<file path="config.mk">
export PLATFORM = sky130hd
export DESIGN_NAME = multicycle_control_fsm
export DESIGN_NICKNAME = d
export VERILOG_FILES = /design/src/rtl/multicycle_control_fsm.sv
export SDC_FILE = /design/constraint.sdc
export NUM_CORES = 1
export LEC_CHECK = 0
export ABC_CLOCK_PERIOD_IN_PS = 2150
export CAP_MARGIN = 20
export CELL_PAD_IN_SITES_DETAIL_PLACEMENT = 0
export CELL_PAD_IN_SITES_GLOBAL_PLACEMENT = 1
export CORE_UTILIZATION = 36
export DETAILED_ROUTE_END_ITERATION = 7
export PLACE_DENSITY_LB_ADDON = 0.1
export RECOVER_POWER = 100
export SLEW_MARGIN = 20
export SYNTH_ARGS = -nofsm -noshare
export SYNTH_HDL_FRONTEND = slang
export SYNTH_SLANG_ARGS = --single-unit
</file>
<file path="constraint.sdc">
create_clock -name clk -period 2.15 [get_ports clk]
set_input_delay 0.215 -clock clk [delete_from_list [all_inputs] [get_ports clk]]
set_output_delay 0.215 -clock clk [all_outputs]
set_load 0.1 [all_outputs]
</file>
<file path="src/rtl/multicycle_control_fsm.sv">
// Multicycle control unit: sequences FETCH/DECODE/EXECUTE/MEM/WRITEBACK,
// drives datapath mux selects and write enables, and traps on illegal
// opcodes or memory handshake timeouts. TIMEOUT_CYCLES must be at least 1.
module multicycle_control_fsm #(
    parameter int unsigned TIMEOUT_CYCLES = 255
) (
    input  logic       clk,
    input  logic       rst_n,
    input  logic [6:0] opcode,
    input  logic       branch_taken,
    input  logic       mem_ready,
    input  logic       halt_req,
    output logic       mem_req,
    output logic       mem_we,
    output logic       mem_addr_sel,
    output logic       ir_write,
    output logic       pc_write,
    output logic       reg_write,
    output logic       retire,
    output logic       illegal_instr,
    output logic       bus_error,
    output logic [1:0] alu_op,
    output logic [1:0] alu_src,
    output logic [1:0] pc_src,
    output logic [2:0] mem_to_reg,
    output logic [2:0] state
);

    localparam int unsigned CW = $clog2(TIMEOUT_CYCLES + 1);
    localparam logic [CW-1:0] TMO = CW'(TIMEOUT_CYCLES);

    localparam logic [6:0] OP_R      = 7'd51;
    localparam logic [6:0] OP_I      = 7'd19;
    localparam logic [6:0] OP_LOAD   = 7'd3;
    localparam logic [6:0] OP_STORE  = 7'd35;
    localparam logic [6:0] OP_BRANCH = 7'd99;
    localparam logic [6:0] OP_JAL    = 7'd111;
    localparam logic [6:0] OP_JALR   = 7'd103;
    localparam logic [6:0] OP_LUI    = 7'd55;
    localparam logic [6:0] OP_AUIPC  = 7'd23;

    typedef enum logic [2:0] {
        S_FETCH     = 3'd0,
        S_DECODE    = 3'd1,
        S_EXECUTE   = 3'd2,
        S_MEM       = 3'd3,
        S_WRITEBACK = 3'd4,
        S_HALT      = 3'd5,
        S_TRAP      = 3'd6
    } state_t;

    state_t        r_state;
    state_t        w_next_state;
    logic          r_run;
    logic [6:0]    r_opcode_q;
    logic [CW-1:0] r_wait_cnt;
    logic [CW-1:0] w_wait_cnt_next;
    logic          r_illegal;
    logic          r_bus_err;
    logic          w_illegal_set;
    logic          w_timeout;
    logic          w_legal;
    logic          w_is_load;
    logic          w_is_store;
    logic          w_is_branch;
    logic          w_is_jal;
    logic          w_is_jalr;
    logic          w_is_lui;
    logic          w_is_auipc;
    logic          w_fetch_or_halt;

    // Per-type decode from the latched opcode; legality uses the live opcode in DECODE.
    always_comb begin
        w_is_load   = (r_opcode_q == OP_LOAD);
        w_is_store  = (r_opcode_q == OP_STORE);
        w_is_branch = (r_opcode_q == OP_BRANCH);
        w_is_jal    = (r_opcode_q == OP_JAL);
        w_is_jalr   = (r_opcode_q == OP_JALR);
        w_is_lui    = (r_opcode_q == OP_LUI);
        w_is_auipc  = (r_opcode_q == OP_AUIPC);
        w_legal     = (opcode == OP_R)     || (opcode == OP_I)      ||
                      (opcode == OP_LOAD)  || (opcode == OP_STORE)  ||
                      (opcode == OP_BRANCH)|| (opcode == OP_JAL)    ||
                      (opcode == OP_JALR)  || (opcode == OP_LUI)    ||
                      (opcode == OP_AUIPC);
        w_fetch_or_halt = halt_req;
        w_timeout   = (r_wait_cnt == TMO);
    end

    // Next-state and output decode; r_run holds all outputs low until the first edge after reset.
    always_comb begin
        mem_req       = 1'b0;
        mem_we        = 1'b0;
        mem_addr_sel  = 1'b0;
        ir_write      = 1'b0;
        pc_write      = 1'b0;
        reg_write     = 1'b0;
        retire        = 1'b0;
        alu_op        = 2'b00;
        alu_src       = 2'b00;
        pc_src        = 2'b00;
        mem_to_reg    = 3'b000;
        w_illegal_set = 1'b0;
        w_next_state  = r_state;

        if (!r_run) begin
            w_next_state = halt_req ? S_HALT : S_FETCH;
        end else begin
            case (r_state)
                S_FETCH: begin
                    mem_req = 1'b1;
                    if (mem_ready) begin
                        ir_write     = 1'b1;
                        w_next_state = S_DECODE;
                    end
                end
                S_DECODE: begin
                    if (w_legal) begin
                        w_next_state = S_EXECUTE;
                    end else begin
                        w_illegal_set = 1'b1;
                        w_next_state  = S_TRAP;
                    end
                end
                S_EXECUTE: begin
                    case (r_opcode_q)
                        OP_R:     begin alu_op = 2'b11; alu_src = 2'd0; end
                        OP_I:     begin alu_op = 2'b10; alu_src = 2'd1; end
                        OP_LOAD:  begin alu_op = 2'b00; alu_src = 2'd1; end
                        OP_STORE: begin alu_op = 2'b00; alu_src = 2'd2; end
                        OP_BRANCH:begin alu_op = 2'b01; alu_src = 2'd0; end
                        OP_JALR:  begin alu_op = 2'b00; alu_src = 2'd1; end
                        default:  begin alu_op = 2'b00; alu_src = 2'd0; end
                    endcase
                    if (w_is_load || w_is_store) begin
                        w_next_state = S_MEM;
                    end else if (w_is_branch) begin
                        pc_write     = 1'b1;
                        pc_src       = branch_taken ? 2'b01 : 2'b00;
                        retire       = 1'b1;
                        w_next_state = w_fetch_or_halt ? S_HALT : S_FETCH;
                    end else begin
                        w_next_state = S_WRITEBACK;
                    end
                end
                S_MEM: begin
                    mem_req      = 1'b1;
                    mem_addr_sel = 1'b1;
                    mem_we       = w_is_store;
                    if (mem_ready) begin
                        if (w_is_store) begin
                            pc_write     = 1'b1;
                            retire       = 1'b1;
                            w_next_state = w_fetch_or_halt ? S_HALT : S_FETCH;
                        end else begin
                            w_next_state = S_WRITEBACK;
                        end
                    end
                end
                S_WRITEBACK: begin
                    reg_write = 1'b1;
                    pc_write  = 1'b1;
                    retire    = 1'b1;
                    if (w_is_jal)       pc_src = 2'b10;
                    else if (w_is_jalr) pc_src = 2'b11;
                    if (w_is_load)                mem_to_reg = 3'b001;
                    else if (w_is_jal || w_is_jalr) mem_to_reg = 3'b010;
                    else if (w_is_lui)            mem_to_reg = 3'b011;
                    else if (w_is_auipc)          mem_to_reg = 3'b100;
                    w_next_state = w_fetch_or_halt ? S_HALT : S_FETCH;
                end
                S_HALT: begin
                    if (!halt_req) w_next_state = S_FETCH;
                end
                S_TRAP: begin
                    w_next_state = S_TRAP;
                end
                default: begin
                    w_next_state = S_TRAP;
                end
            endcase

            // A timed-out handshake preempts whatever the state would have done.
            if (w_timeout) begin
                ir_write     = 1'b0;
                pc_write     = 1'b0;
                reg_write    = 1'b0;
                retire       = 1'b0;
                w_next_state = S_TRAP;
            end
        end
    end

    // Wait counter: counts stalled request cycles, saturates at the timeout value.
    always_comb begin
        if (mem_req && !mem_ready) begin
            w_wait_cnt_next = w_timeout ? r_wait_cnt : r_wait_cnt + 1'b1;
        end else begin
            w_wait_cnt_next = '0;
        end
    end

    // State, latched opcode, wait counter and sticky error flags.
    always_ff @(posedge clk or negedge rst_n) begin
        if (!rst_n) begin
            r_run      <= 1'b0;
            r_state    <= S_FETCH;
            r_opcode_q <= '0;
            r_wait_cnt <= '0;
            r_illegal  <= 1'b0;
            r_bus_err  <= 1'b0;
        end else begin
            r_run      <= 1'b1;
            r_state    <= w_next_state;
            r_wait_cnt <= w_wait_cnt_next;
            if (r_run && (r_state == S_DECODE)) r_opcode_q <= opcode;
            if (w_illegal_set) r_illegal <= 1'b1;
            if (w_wait_cnt_next == TMO) r_bus_err <= 1'b1;
        end
    end

    assign state         = r_state;
    assign illegal_instr = r_illegal;
    assign bus_error     = r_bus_err;

endmodule
</file>
-- After elaboration in Yosys (flattened, before gate mapping)
Index checks and enable logic that the tools add are counted.
- flip-flop bits (word level): 21
- input bits: 12
- output and inout bits: 21
- logic and storage cells: 107
- add/sub/neg operators: 1
- equality and inequality tests: 28
- multiplexer cells: 55
- reductions and logical operators: 17
- operators by type and width (operator ; number):
    2-to-1 mux 3 bit ; 16
    == test 7 x 6 -> 1 bit, second input constant ; 6
    == test 7 bit, second input constant ; 6
    == test 7 x 5 -> 1 bit, second input constant ; 4
    2-to-1 mux 1 bit ; 25
    one-hot mux 3 bit (6 select lines) ; 1
    == test 8 bit, second input constant ; 2
    2-to-1 mux 8 bit ; 2
    == test 7 x 2 -> 1 bit, second input constant ; 2
    2-to-1 mux 2 bit ; 7
    inequality test 4 bit, second input constant ; 3
    logical OR 1 bit ; 10
    adder 8 x 1 -> 8 bit, second input constant ; 1
    one-hot mux 2 bit (2 select lines) ; 2
    == test 3 x 2 -> 1 bit, second input constant ; 2
    == test 3 bit, second input constant ; 2
    one-hot mux 2 bit (3 select lines) ; 1
    == test 3 x 1 -> 1 bit, second input constant ; 1
    zero test 3 bit ; 1
    one-hot mux 1 bit (3 select lines) ; 1
    AND reduction 3 bit ; 1
    OR reduction 3 bit ; 1
    logical AND 1 bit ; 2
    OR reduction 2 bit ; 1
    zero test 1 bit ; 1

-- Depth between registers and ports, before layout
Gate-level depths: netlist of run 1.
- depth in word-level cells: 13
- gate-level depth with buffers: 8
- mapped depth without buffers: 6

-- Worst setup path after synthesis of run 1
No wires, ideal clock.
- path type: register -> output
- start point: register r_state[0], in the netlist state[0]
- end point: output port alu_op[0]
- arrival: 4.415 ns
- slack: -2.480 ns
- stages on the path, launching flop included: 6
- path buffers: 1
- cells stage by stage: dfrtp_1 > clkbuf_1 > nand2b_1 > nor2_1 > nand2_1 > nor4_1
- longest elaborated chain between the ends: 3
- RTL lines (what ; line ; source):
    start: declaration ; 52 ; state_t r_state;
    start signal: assignment ; 214 ; r_state <= w_next_state;
    == test 3 x 2 -> 1 bit ; 109 ; case (r_state)
    2-to-1 mux 2 bit ; 109 ;
    2-to-1 mux 2 bit ; 106 ; if (!r_run) begin
    end: declaration ; 22 ; output logic [1:0] alu_op,
No other way between the ends.

-- Final worst setup path of run 1
- start point: register r_opcode_q[3]
- end point: output port mem_to_reg[0]
- longest elaborated chain between the ends: 6
- RTL lines (what ; line ; source):
    start: declaration ; 55 ; logic [6:0] r_opcode_q;
    start signal: assignment ; 216 ; if (r_run && (r_state == S_DECODE)) r_opcode_q <= opcode;
    == test 7 x 6 -> 1 bit, or another cell as far along ; 79 ; w_is_lui = (r_opcode_q == OP_LUI);
    2-to-1 mux 3 bit / logical OR 1 bit (equally long branches) ; 168, 167 ;
    2-to-1 mux 3 bit ; 167 ; else if (w_is_jal || w_is_jalr) mem_to_reg = 3'b010;
    2-to-1 mux 3 bit (*) ; 166 ; if (w_is_load) mem_to_reg = 3'b001;
    2-to-1 mux 3 bit (*) ; 109 ;
    2-to-1 mux 3 bit (*) ; 106 ;
    end: declaration ; 25 ; output logic [2:0] mem_to_reg,
Mark *: on every way between the ends. The rest lies on a longest branch, timed or not.

==> results.md, run 1 <==
- Status: finished with violations
- Failing checks: setup timing
- CP Capture Type: output pin
- Worst setup SP type: flip-flop
- Global-route usage over all layers: 19.8%
- Critical path's slowest cell: or4_4
- Row count: 22
- Worst R2R Start: r_wait_cnt[1]$_DFF_PN0_
- Clk pwr share: 11.3%
- Die area: 4190 sq um
- Dpl ws: 192 ps
- Worst setup margin: -29.2 ps
- WL final: 3720 microns
- Syn Std Cell Area: 1420 sq um
- Most instantiated library cell after synthesis: dfrtp_1
- Via count: 1412
- Buffers and inverters on the worst path: 1
- Final period utilization: 101%
- Final Hold Viols: 0
- Cell family with most CP delay: simple AND/OR/NAND/NOR gates
- Post-layout nets: 223
- MaxCap Viol Count: 0
- Area growth syn-to-layout: 50.4%
- Largest area contributor in the netlist: dfrtp_1
- Comb pwr share: 58.4%
- FF-to-FF path depth: 6
- Headroom to the max-slew limit: 22.5%
- Leak: 0.873 nW
- Post-synth top area share: 37.1%
- Maximum clock insertion buffer count: 2
- Sink Count: 21
- Vias/cell: 5.49
- Routed WL per cell: 14.5 microns
- Req. time, crit path: 1930 ps
- RSZ-0062 raised after global routing: true
- Worst slew pin tran: 1170 ps
- N_diodes: 0
- Num CTS Buffers: 3
- Core area: 3720 sq um
- Grt ovf: 0
- CTS tree: done
- Total iterations of the first detailed-routing run: 4
- Yosys cell types: 47
- Worst Path Max Fanout: 4
- Worst EP arrival: 1960 ps
- Yosys warns: 0
- Crit Path Category: flip-flop to output pin
- Layout cells sized above 1: 34.4%
- Fin crit period: 2180 ps
- Design area: 2130 sq um
- Hold Crit Class: primary input to asynchronous set/reset pin
- Reg2reg setup slack: 220 ps
- Min Hold Slack: 394 ps
- Fmax: 459 MHz
- RePlAce Congestion: 0.802
- Critical path cell sequence: or2_1 > or4_4 > or2_4 > a21oi_4 > buf_12
- Clk Tree Root Cell: clkbuf_8
- Initial detailed-routing violation count: 54
- Internal: 0.00110 W
- Seq pwr share: 30.3%
- Initial cell density of the core: 38.1%
- Power Density: 1060 nW/um^2
- Count of final setup violators: 3
- NetSw: 0.00115 W
- Worst stage delay on the critical path: 490 ps
- Clk_skew: 3.76 ps
- Die span in x: 64.7 microns
- Final ANT Viol Nets: 0
- Power Total: 0.00225 W
- Synthesized area per cell: 8.28 sq um
- Initial antenna violation count: 0
- Die span in y: 64.7 microns
- Vias in the first global route: 1389
- Port-buffer cells: 32
- R2R Path End: bus_error$_DFFE_PN0N_
- Hpwl dp: 2890 microns
- Number of synthesized flops with an enable pin: 0
- Slew Viols, Final: 0
- Clk pin slew, worst setup/hold paths: 80 ps
- Mapped Nets: 184
- DRC: 0
- Placement Cell Area: 2100 sq um
- Synth top cells by count: dfrtp_1 (21), nor2_1 (20), nand2_1 (18)
- Max VDD drop: 411 uV
- Switching share of power: 51.2%
- Synth area leaders: dfrtp_1 (37%), mux2_2 (5.6%), nor2_1 (5.3%)
- Final Util: 57.3%
- Post-CTS Hold Buffers: 0
- CTS H-tree lvls: 1
- Worst-Skew Late Latency: 260 ps
- I/O pins: 33
- Register area share after synthesis: 37.1%
- Cell count after synthesis: 171
- First-pass GRT wire length: 6520 microns
- Synth Flop Type: dfrtp_1
- Ys async rst share: 100%
- FF+latch count, synth: 21
- Pin count of the biggest net entering global routing: 16
-- power groups by stage --
| stage | clock [W] | sequential (W) | combinational (W) |
|---|---|---|---|
| floorplan | 0 | 0.000805 | 0.000872 |
| global placement | 0 | 0.000681 | 0.00128 |
| detailed placement | 0 | 0.000690 | 0.00129 |
| CTS | 0.000269 | 0.000679 | 0.00136 |
| global route | 0.000283 | 0.000699 | 0.00140 |
| finish | 0.000255 | 0.000682 | 0.00131 |
-- cell families (layout without fill, tap and decap cells) --
family,Yosys count,after routing,synth area share (%)
adder cells (fa/ha/maj),1,1,0.883
AO/OA/AOI/OAI,37,37,17.1
AND/OR/NAND/NOR,82,82,30.7
buffers and inverters,18,56,5.92
other,1,1,0.265
flip-flops,21,21,37.1
XOR/XNOR,3,3,1.86
multiplexers,8,8,6.27
-- repair_timing --
item	in CTS	in global routing
gates resized for setup	6	2
pin swaps	2	1
gates cloned	0	0
setup endpoints to repair	6	4
buffers inserted	5	0
-- worst reg2reg max path: stages, from the launching register on --
cell,delay (ps)
dfrtp_1,420
ha_1,240
and3_1,310
nand4_1,210
clkbuf_1,200
a211oi_1,290
a41o_1,200
-- through the flow --
stage	TNS [ps]	cells
2_1_floorplan	-1510	171
3_5_place_dp	0	248
4_1_cts	-90.0	257
6_report	-65.9	257
5_1_grt	-329	257
3_3_place_gp	0	248
-- cells in the final DEF (no fill, tap or decap), drive strengths merged, types with 3 or more instances in the layout --
cell type and count:
nand3 6, inv 5, mux2 7, dfrtp 21
nor2b 5, clkdlybuf4s50 10, o21ai 8, a21oi 11
nor3 7, a31oi 6, nor4 4, buf 26
and4 3, nand2 18, nor2 21, and3 4
clkbuf 13, or2 3
-- final cells by class --
type / count / area, sq um
Tap cell: 48 / 60.1
Fill cell: 327 / 1590
Inverter: 5 / 21.3
Multi-Input combinational cell: 132 / 961
Clock inverter: 1 / 5.00
Clock buffer: 3 / 41.3
Timing Repair Buffer: 47 / 507
Sequential cell: 21 / 536
-- sequential cells by signal, summed over array words and instances, names as in the netlist --
register and cells:
illegal_instr 1, bus_error 1, state 3, r_run 1, r_wait_cnt 8, r_opcode_q 7
-- layer usage --
metal / global-route usage (%) / part of all wire [%] / vias up
li1: - / - / 688
met1: 23.7 / 43 / 680
met2: 35.2 / 52 / 33
met3: 2.46 / 2.8 / 11
met4: 8.33 / 1.9 / 0
met5: 0 / 0 / -
-- how the worst max path moves through the flow --
| stage | startpoint | to | depth (start not counted) |
|---|---|---|---|
| after floorplan | state[0]$_DFFE_PN0P_ | alu_op[0] | 5 |
| after global routing | r_opcode_q[3]$_DFFE_PN0P_ | mem_to_reg[0] | 5 |
| after global placement | r_opcode_q[3]$_DFFE_PN0P_ | mem_to_reg[0] | 5 |
| after detailed placement | r_opcode_q[3]$_DFFE_PN0P_ | mem_to_reg[0] | 5 |
| after CTS | r_opcode_q[3]$_DFFE_PN0P_ | mem_to_reg[0] | 5 |
| final | r_opcode_q[3]$_DFFE_PN0P_ | mem_to_reg[0] | 5 |
Power figures use the tool's default switching activity.
==> run 2, diff against run 1 <==
CTS_CLUSTER_DIAMETER = 120   (was not set)
SLEW_MARGIN = not set   (was 20)
==> results of run 2 <==
The final DEF is identical to that of run 1; final timing and power are the same.
==> run 3, diff against run 2 <==
ABC_CLOCK_PERIOD_IN_PS = 2000   (was 2150)
CORE_UTILIZATION = 33   (was 36)
clock period = 2 ns   (was 2.15 ns; I/O delays follow)
==> results.md, run 3 (synthesis results as in run 1) <==
- Status: finished with violations (unchanged)
- Failing checks: setup timing (unchanged)
- Vias/cell: 5.25 (was 5.49)
- Sink Count: 21 (unchanged)
- Port-buffer cells: 32 (unchanged)
- Initial cell density of the core: 34.9% (was 38.1%)
- Post-layout nets: 233 (was 223)
- Initial detailed-routing violation count: 92 (was 54)
- Largest reg by FF count: r_wait_cnt (unchanged)
- Filler instances: 349 (was 327)
- Initial antenna violation count: 0 (unchanged)
- GR Util met1: 26.6% (was 23.7%)
- N_diodes: 0 (unchanged)
- CP Capture Type: output pin (unchanged)
- Num CTS Buffers: 3 (unchanged)
- Die span in x: 67.5 microns (was 64.7 microns)
- CTS H-tree lvls: 1 (unchanged)
- Final period utilization: 110%
- Row count: 23 (was 22)
- Most frequent cells in the layout: buf_4 (20), dfrtp_1 (17), buf_12 (17), nand2_1 (15), nor2_1 (11) (was dfrtp_1 (17), nand2_1 (15), nor2_1 (14), buf_4 (13), buf_12 (11))
- Die area: 4560 sq um (was 4190 sq um)
- Final ANT Viol Nets: 0 (unchanged)
- Reg2reg setup slack: -110 ps (was 220 ps)
- Hold Crit Class: flip-flop to flip-flop (was primary input to asynchronous set/reset pin)
- Area growth syn-to-layout: 66.4% (was 50.4%)
- Fmax: 455 MHz
- Setup TNS: -1250 ps (was -65.9 ps)
- Die span in y: 67.5 microns (was 64.7 microns)
- Design area: 2360 sq um (was 2130 sq um)
- Worst stage delay on the critical path: 500 ps (was 490 ps)
- Worst Path Max Fanout: 6 (was 4)
- Hpwl dp: 2910 microns (was 2890 microns)
- Max VDD drop: 728 uV (was 411 uV)
- Count of final setup violators: 9 (was 3)
- WL final: 3900 microns (was 3720 microns)
- Vias in the first global route: 1360 (was 1389)
- RSZ-0062 raised after global routing: true (unchanged)
- Req. time, crit path: 1800 ps (was 1930 ps)
- Clk_skew: 4.16 ps (was 3.76 ps)
- Maximum clock insertion buffer count: 2 (unchanged)
- Layout cells sized above 1: 43.4% (was 34.4%)
- Area of the multi-input gates: 1030 sq um (was 961 sq um)
- Critical path's slowest cell: or4_4 (unchanged)
- Global-route track usage on met3: 3.72% (was 2.46%)
- Non-filler instance count after layout: 269 (was 257)
- Global-route usage over all layers: 19.5% (was 19.8%)
- Leak: 0.959 nW (was 0.873 nW)
- Clk pin slew, worst setup/hold paths: 80 ps (about the same)
- Critical path cell sequence: or2_1 > or4_4 > nor2_8 > a211oi_4 > nor2_4 > buf_12 (was or2_1 > or4_4 > or2_4 > a21oi_4 > buf_12)
- Placement Cell Area: 2140 sq um (was 2100 sq um)
- Worst slew pin tran: 1180 ps (was 1170 ps)
- Cells after DPL: 254 (was 248)
- Slew Viols, Final: 0 (unchanged)
- Fin crit period: 2200 ps
- MaxCap Viol Count: 0 (unchanged)
- Power Density: 1140 nW/um^2 (was 1060 nW/um^2)
- Worst EP arrival: 2000 ps (was 1960 ps)
- Final Hold Viols: 0 (unchanged)
- Commonest non-fill, non-tap cell in the layout: buf_4 (was dfrtp_1)
- Worst-Skew Late Latency: 260 ps (about the same)
- Total iterations of the first detailed-routing run: 4 (unchanged)
- Grt ovf: 0 (unchanged)
- Headroom to the max-slew limit: 21.1% (was 22.5%)
- Core area: 4060 sq um (was 3720 sq um)
- GRT Max-Usage Layer: met2 (unchanged)
- Clk Tree Root Cell: clkbuf_8 (unchanged)
- Worst setup SP type: flip-flop (unchanged)
- First-pass GRT wire length: 6590 microns (was 6520 microns)
- I/O pins: 33 (unchanged)
- Via count: 1411 (was 1412)
- DRC: 0 (unchanged)
- Worst setup margin: -198 ps (was -29.2 ps)
- Met2 Track Usage GR: 32.4% (was 35.2%)
- Pin count of the biggest net entering global routing: 22 (was 16)
- FF/Latch Area: 536 sq um (unchanged)
- Crit Path Category: flip-flop to output pin (unchanged)
- CTS tree: done (unchanged)
- RePlAce Congestion: 0.780 (was 0.802)
- Routed WL per cell: 14.5 microns (about the same)
- Largest register FFs: 8 (unchanged)
==> run 3: layout make-up <==
type / instances / area share (%)
tap: 50 / 2.65
timing repair buffer: 57 / 28.0
clock buffer: 3 / 1.75
sequential: 21 / 22.7
inverter: 5 / 0.902
multi-input combinational: 132 / 43.6
clock inverter: 1 / 0.318
==> run 3: per-stage QoR <==
step | setup slack (ps) | util (%) | hold slack [ps] | total power (W)
final | -198 | 58.1 | 474 | 0.00269
after global placement | 96.2 | 52.7 | 460 | 0.00215
after floorplan | -488 | - | -95.6 | 0.00180
after detailed placement | 60.4 | 52.7 | 461 | 0.00217
after global routing | -276 | 58.1 | 515 | 0.00285
after CTS | -197 | 56.9 | 285 | 0.00263
==> run 3: critical path: cells and delay by family, from the launching register on <==
kind	cells	cell delay, ps
AND/OR/NAND/NOR	4	1070
buffers and inverters	1	190
flip-flops	1	390
AO/OA/AOI/OAI	1	80
==> run 3: layer usage <==
metal / share of wire [%] / vias to the layer above
li1: - / 707
met1: 46 / 665
met2: 50 / 35
met3: 3.9 / 4
met4: 0.82 / 0
met5: 0 / -
==> run 3: worst paths after layout <==
| kind | startpoint | end | depth (start not counted) |
|---|---|---|---|
| worst min register to register | bus_error$_DFFE_PN0N_ | bus_error$_DFFE_PN0N_ | 1 |
| worst max register to register | state[1]$_DFFE_PN0P_ | bus_error$_DFFE_PN0N_ | 5 |
| worst min-delay path | bus_error$_DFFE_PN0N_ | bus_error$_DFFE_PN0N_ | 1 |
| worst max-delay path | r_opcode_q[3]$_DFFE_PN0P_ | retire | 6 |
| min in group asynchronous | rst_n | r_wait_cnt[4]$_DFF_PN0_ | 2 |
| max in group asynchronous | rst_n | state[2]$_DFFE_PN0P_ | 2 |
==> run 3: timing repair <==
| item | in CTS | in global routing |
|---|---|---|
| hold buffers | 0 | 0 |
| buffers inserted | 8 | 4 |
| resized for setup | 12 | 11 |
| setup endpoints to repair | 9 | 13 |
| pin swaps | 4 | 7 |
| cloned | 0 | 0 |
==> run 3: where the power goes <==
group          switching [W]  total (W)  leakage [nW]  internal [W]
Combinational        0.00102    0.00167         0.675      0.000645
Sequential          0.000183   0.000730         0.262      0.000548
Clock               0.000153   0.000294        0.0217      0.000141
Total                0.00136    0.00269         0.959       0.00133
